## config.mk

```make
export PLATFORM = sky130hd
export DESIGN_NAME = spi_coeff_loader
export DESIGN_NICKNAME = d
export VERILOG_FILES = /design/src/rtl/spi_coeff_loader.sv
export SDC_FILE = /design/constraint.sdc
export NUM_CORES = 1
export LEC_CHECK = 0
export ABC_CLOCK_PERIOD_IN_PS = 1840
export CELL_PAD_IN_SITES_DETAIL_PLACEMENT = 1
export CELL_PAD_IN_SITES_GLOBAL_PLACEMENT = 1
export CORE_MARGIN = 3
export CORE_UTILIZATION = 33
export DETAILED_ROUTE_END_ITERATION = 6
export PLACE_DENSITY_LB_ADDON = 0.1
export REMOVE_ABC_BUFFERS = 1
export SLEW_MARGIN = 10
export SYNTH_ARGS = -nofsm -noshare
export SYNTH_HDL_FRONTEND = slang
export SYNTH_SLANG_ARGS = --single-unit
```

## constraint.sdc

```tcl
create_clock -name lmmi_clk_i -period 1.84 [get_ports lmmi_clk_i]
set_clock_uncertainty 0.15 [all_clocks]
set_input_delay 0.276 -clock lmmi_clk_i [delete_from_list [all_inputs] [get_ports lmmi_clk_i]]
set_output_delay 0.276 -clock lmmi_clk_i [all_outputs]
set_load 0.1 [all_outputs]
```

## src/rtl/spi_coeff_loader.sv

```systemverilog
// spi_coeff_loader: SPI receiver that loads biquad coefficients and commits them on an audio sample tick.
module spi_coeff_loader #(
    parameter int N_BANDS = 3,
    parameter int N_COEFF = 5,
    parameter int COEFF_W = 16,
    parameter int PAD_W   = 96
) (
    input  logic                               lmmi_clk_i,
    input  logic                               reset_n_i,
    input  logic                               sck,
    input  logic                               sdi,
    input  logic                               cs,
    input  logic                               sample_tick_i,
    output logic [N_BANDS*N_COEFF*COEFF_W-1:0] coeff_o,
    output logic                               update_o,
    output logic                               pending_o,
    output logic                               frame_err_o
);
    localparam int N_SLOT  = N_BANDS * N_COEFF;
    localparam int DATA_W  = N_SLOT * COEFF_W;
    localparam int FRAME_W = PAD_W + DATA_W;
    localparam int CNT_W   = $clog2(FRAME_W + 2);
    localparam logic [CNT_W-1:0] CNT_FULL = CNT_W'(FRAME_W);
    localparam logic [CNT_W-1:0] CNT_SAT  = CNT_W'(FRAME_W + 1);

    function automatic logic [DATA_W-1:0] reset_coeff();
        logic [DATA_W-1:0] v;
        v = '0;
        for (int b = 0; b < N_BANDS; b++)
            v[b*N_COEFF*COEFF_W +: COEFF_W] = COEFF_W'(1) << (COEFF_W - 2);
        return v;
    endfunction

    localparam logic [DATA_W-1:0] UNITY = reset_coeff();

    logic [2:0]        sck_q, cs_q;
    logic [1:0]        sdi_q, warm;
    logic              armed, in_frame;
    logic [CNT_W-1:0]  cnt;
    logic [DATA_W-1:0] sr, shadow, reordered;
    logic              sck_rise, cs_fall, cs_rise, shift_en, accept, commit;

    // Only a cs fall seen after a genuine idle-high level may open a frame.
    assign sck_rise = sck_q[1] & ~sck_q[2];
    assign cs_fall  = armed & cs_q[2] & ~cs_q[1];
    assign cs_rise  = in_frame & cs_q[1] & ~cs_q[2];
    assign shift_en = in_frame & ~cs_q[1] & sck_rise;
    assign accept   = cs_rise & (cnt == CNT_FULL);
    assign commit   = sample_tick_i & pending_o;

    for (genvar i = 0; i < N_SLOT; i++) begin : g_map
        assign reordered[i*COEFF_W +: COEFF_W] = sr[(N_SLOT-1-i)*COEFF_W +: COEFF_W];
    end

    always_ff @(posedge lmmi_clk_i) begin
        if (!reset_n_i) begin
            sck_q       <= 3'b000;
            cs_q        <= 3'b111;
            sdi_q       <= 2'b00;
            warm        <= 2'b00;
            armed       <= 1'b0;
            in_frame    <= 1'b0;
            cnt         <= '0;
            sr          <= '0;
            shadow      <= UNITY;
            coeff_o     <= UNITY;
            pending_o   <= 1'b0;
            update_o    <= 1'b0;
            frame_err_o <= 1'b0;
        end else begin
            sck_q       <= {sck_q[1:0], sck};
            cs_q        <= {cs_q[1:0], cs};
            sdi_q       <= {sdi_q[0], sdi};
            warm        <= {warm[0], 1'b1};
            armed       <= armed | (warm[1] & cs_q[1]);
            if (cs_fall) begin
                in_frame <= 1'b1;
                cnt      <= '0;
                sr       <= '0;
            end else if (cs_rise) begin
                in_frame <= 1'b0;
            end else if (shift_en) begin
                sr  <= {sr[DATA_W-2:0], sdi_q[1]};
                cnt <= (cnt == CNT_SAT) ? cnt : cnt + CNT_W'(1);
            end
            if (accept)
                shadow <= reordered;
            if (commit)
                coeff_o <= shadow;
            pending_o   <= accept | (pending_o & ~sample_tick_i);
            update_o    <= commit;
            frame_err_o <= cs_rise & ~accept;
        end
    end
endmodule
```

After elaboration in Yosys (flattened, before gate mapping)
Index checks and enable logic that the tools add are counted.
Widths: inputs -> output; s select.
{"block": "totals", "reg_bits": 744, "input_bits": 6, "output_inout_bits": 243, "wordCells": 46}
{"block": "op_classes", "add_sub_neg": 1, "eq_ne": 2, "mux": 3, "n_bitwise": 22, "n_reduce_logical": 4}
{"cell": "$eq 9x9->1 const B", "count": 2}
{"cell": "$and 1x1->1", "count": 12}
{"cell": "$add 9x1->9 const B", "count": 1}
{"cell": "$not 1->1", "count": 8}
{"cell": "$mux 1", "count": 3}
{"cell": "$reduce_and 3->1", "count": 1}
{"cell": "$or 1x1->1", "count": 2}
{"cell": "$reduce_and 2->1", "count": 1}
{"cell": "$reduce_bool 2->1", "count": 1}
{"cell": "$reduce_or 2->1", "count": 1}

Longest topological paths before layout
{"block": "depth", "ltp_word": 5, "mapped_depth": 8, "ltp_nobuf": 5}

Least setup slack after synthesis
Ideal clock, no wire load.
{"block": "synth_path", "path_kind": "reg-to-reg", "from": "register pending_o", "to": "register coeff_o[105]", "setup_time_ps": 76, "arrival_ps": 1975, "path_slack_ps": -361, "stages_incl_launch_ff": 7, "n_path_buf": 3, "cell_sequence": "dfxtp_1 and2_1 clkbuf_1 clkbuf_1 buf_2 nand2_1 a21boi_0"}
{"block": "synth_via", "elab_chain_len": 1}
{"item": "from (decl)", "line_no": "16", "rtl": "output logic pending_o,"}
{"item": "from (signal assigned)", "line_no": "90", "rtl": "pending_o <= accept | (pending_o & ~sample_tick_i);"}
{"item": "$and 1x1->1", "line_no": "49", "rtl": "assign commit = sample_tick_i & pending_o;"}
{"item": "to (signal assigned)", "line_no": "89", "rtl": "coeff_o <= shadow;"}
{"item": "to (decl)", "line_no": "14", "rtl": "output logic [N_BANDS*N_COEFF*COEFF_W-1:0] coeff_o,"}
Every way passes these cells.
A chain may end at the register's enable or synchronous reset.

Worst setup path in the final report
{"block": "layout_path", "from": "register cnt[0]", "to": "register shadow[53]"}
{"block": "layout_via", "elab_chain_len": 2}
{"item": "from (decl)", "line_no": "39", "rtl": "logic [CNT_W-1:0] cnt;"}
{"item": "from (signal assigned)", "line_no": "84", "rtl": "cnt <= (cnt == CNT_SAT) ? cnt : cnt + CNT_W'(1);"}
{"item": "$eq 9x9->1", "line_no": "48", "rtl": "assign accept = cs_rise & (cnt == CNT_FULL);"}
{"item": "$and 1x1->1", "line_no": "48"}
{"item": "to (signal assigned)", "line_no": "87", "rtl": "shadow <= reordered;"}
{"item": "to (decl)", "line_no": "40", "rtl": "logic [DATA_W-1:0] sr, shadow, reordered;"}
Every way passes these cells.

==> flow_summary.ini <==
[critical_path]
worstSetupPathType = reg2reg
crit_arrival_ns = 2.29
cp-start-kind = register
end_kind = register
required_ns = 2.22
slowest_delay_ns = 0.32
worstRegToRegCells = 8
cpMaxStageDelayCell = dfxtp_2
reg2reg_from = cnt[0]
path_max_fanout = 15
rr_endpoint = shadow[53]
r2r_slack_ns = -0.07
crit_chain = inv_2 > ha_4 > nand4bb_1 > nor3_2 > buf_4 > buf_12 > buf_16 > mux2i_1

[floorplan]
die_h_um = 294
start_util_pct = 33.4
rows = 105
die_w_um = 294
core_um2 = 82100
pin_count = 249
dieArea_um2 = 86500

[sta]
rsz0062_at_grt = yes
hold_violations = 0
fmax_mhz = 524
worst_pin_slew_ns = 0.576
slew_violations = 0
fin_ws_ns = -0.0688
maxSlewHeadroom_pct = 61.1
setup_tns_ns = -3.28
period_share_pct = 104
setup_violations = 139
period_needed_ns = 1.91

[finish]
fillers = 9150
synthToLayoutAreaGrowth_pct = 35.8
diodes = 0
nNetsFinal = 3478
drive_above_1_share_pct = 15.5

[logic_synthesis]
yosysUniqueCellTypes = 32
ys_seq_area_share_pct = 54.4
synth_seq_cells = 744
syn-cell-area_um2 = 27400
synthFlopType = dfxtp_1
syn_avg_cell_area_um2 = 8.50
syn_inst = 3223
ys_warn_count = 0
synth_edf_count = 0
async_flop_share_pct = 0

[placement]
gp_congestion = 0.719
pre_cts_slack_ns = -0.230
numPortBuffers = 248
dp.final_hpwl_um = 48600

[detailed_routing]
vias = 21700
drtIter0Drc = 829
wl_um = 73000
ant_nets = 0
route.detailed.drc = 0
dr.pass1.iters = 5
wl_per_cell_um = 15.9
drt-vias-per-instance = 4.72

[global_route]
grt_pass1_wl_um = 119000
grtUsageTotal_pct = 16.5
globalRouteOverflowTotal = 0
antenna_found_initial = 0
grt_pass1_vias = 22900
grt_start_max_net_pins = 109

[clock_tree]
cts_root_buf = clkbuf_16
numCtsBuffers = 82
clock-sinks = 744
htreeDepth = 3
clock_path_buffers = 3
clock_latency_ns = 0.60
clkSlewWorstSetupHoldPaths_ns = 0.06
cts_tree = yes

[run]
cap_violations = 0

[pwr]
power_density_nw_per_um2 = 880
p_leak_nw = 12.2
vdd_drop_max_uv = 687

[run_status]
status = finished, violations left
failed_checks = negative setup slack

[worst_hold_path]
min_path_cells = 2
hold_start = sdi
hold_end = sdi_q[0]
hold_path_class = in2reg
layer usage:
| metal | GRT usage (%) | wire length (µm) | share of wire (%) |
|---|---|---|---|
| met1 | 20.5 | 33200 | 45 |
| met2 | 29.6 | 36000 | 49 |
| met3 | 2.89 | 2630 | 3.6 |
| met4 | 4.31 | 1210 | 1.7 |
| met5 | 0 | 0 | 0 |
cells in the mapped netlist, types with 4 or more instances:
library cell  count  share of area [%]
a21boi_0        238                6.5
a21oi_1         247                4.5
and2_1            7               0.16
buf_1            14               0.19
buf_2            71                1.3
buf_4             5               0.14
buf_6            21               0.86
clkbuf_1        134                1.8
dfxtp_1         744                 54
inv_1             6              0.082
mux2i_1         244                8.9
nand2_1        1439                 20
nand3_1          11               0.20
nor2b_1           8               0.18
o31ai_1           4               0.11
or4_1             4               0.11
report_power, final:
part	internal [mW]	switching, mW	total [mW]
logic	0.189	0.371	0.560
registers	16.1	0.00747	16.1
clock network	9.51	6.55	16.1
area by class of cell:
type                       count  area, µm²  area share [%]
inverter                       6       22.5          0.0605
timing repair buffer         407       6920            18.6
multi-input combinational   2228      11400            30.6
sequential                   744      14900            40.0
clock inverter                21        173           0.464
tap                         1070       1340            3.60
clock buffer                 123       2470            6.64
cell families after synthesis:
family / after synthesis / synth area share [%]
fa+ha+maj: 3 / 0.137
flops: 744 / 54.4
buf+inv: 251 / 4.41
compound gates: 493 / 11.2
simple gates: 1488 / 20.9
mux: 244 / 8.92
timing repair:
item,4_1_cts,5_1_grt
gates resized for setup,17,24
hold endpoints to repair,13,0
pin swaps,1,1
endpoints found under the setup margin,226,296
hold buffers,1,0
buffers inserted,13,4
cloned,2,4
metrics by stage:
| stage | hold slack, ns | power, mW | area, µm² | std cells | util [%] |
|---|---|---|---|---|---|
| final | 0.112 | 32.8 | 37200 | 4599 | 45.3 |
| after CTS | 0.0631 | 33.4 | 37000 | 4591 | 45.0 |
| after global placement | 0.263 | 17.0 | 34100 | 4431 | 41.5 |
| after global routing | 0.0964 | 34.1 | 37200 | 4599 | 45.3 |
| after floorplan | 0.154 | 16.6 | 26200 | 2978 | - |
| after detailed placement | 0.264 | 17.1 | 34100 | 4431 | 41.5 |
sequential cells by signal, summed over array words and instances, names as in the netlist:
register,cells
coeff_o,240
shadow,240
sr,240
cnt,9
cs_q,3
sck_q,3
sdi_q,2
warm,2
armed,1
frame_err_o,1
in_frame,1
pending_o,1
update_o,1
worst max path at each step:
stage	from	to	slack (ns)	depth (start not counted)
floorplan	cnt[0]	shadow[0]	-23.62	5
global placement	sample_tick_i	coeff_o[82]	-0.21	7
detailed placement	sample_tick_i	coeff_o[81]	-0.23	7
CTS	cnt[0]	shadow[132]	-0.07	8
global route	cnt[0]	shadow[3]	-0.18	8
finish	cnt[0]	shadow[53]	-0.07	8
placed cells by master, fill, tap and decap left out, types with 5 or more instances in the layout:
cell type,n
a21boi_0,238
buf_8,5
nor2b_1,8
buf_4,90
buf_16,7
buf_6,13
clkbuf_8,22
a21oi_1,246
clkinv_2,16
nand2_1,1437
dfxtp_1,740
clkbuf_16,88
mux2i_1,242
clkbuf_1,17
and2_1,6
nand3_1,11
buf_12,282
worst max-delay path: cells and delay by family (launching register included):
| kind | cells | cell delay [ns] |
|---|---|---|
| AND/OR/NAND/NOR | 2 | 0.36 |
| adder cells (fa/ha/maj) | 1 | 0.12 |
| flip-flops | 1 | 0.32 |
| multiplexers | 1 | 0.20 |
| buffers and inverters | 4 | 0.65 |
(Power assumes the default switching activity.)
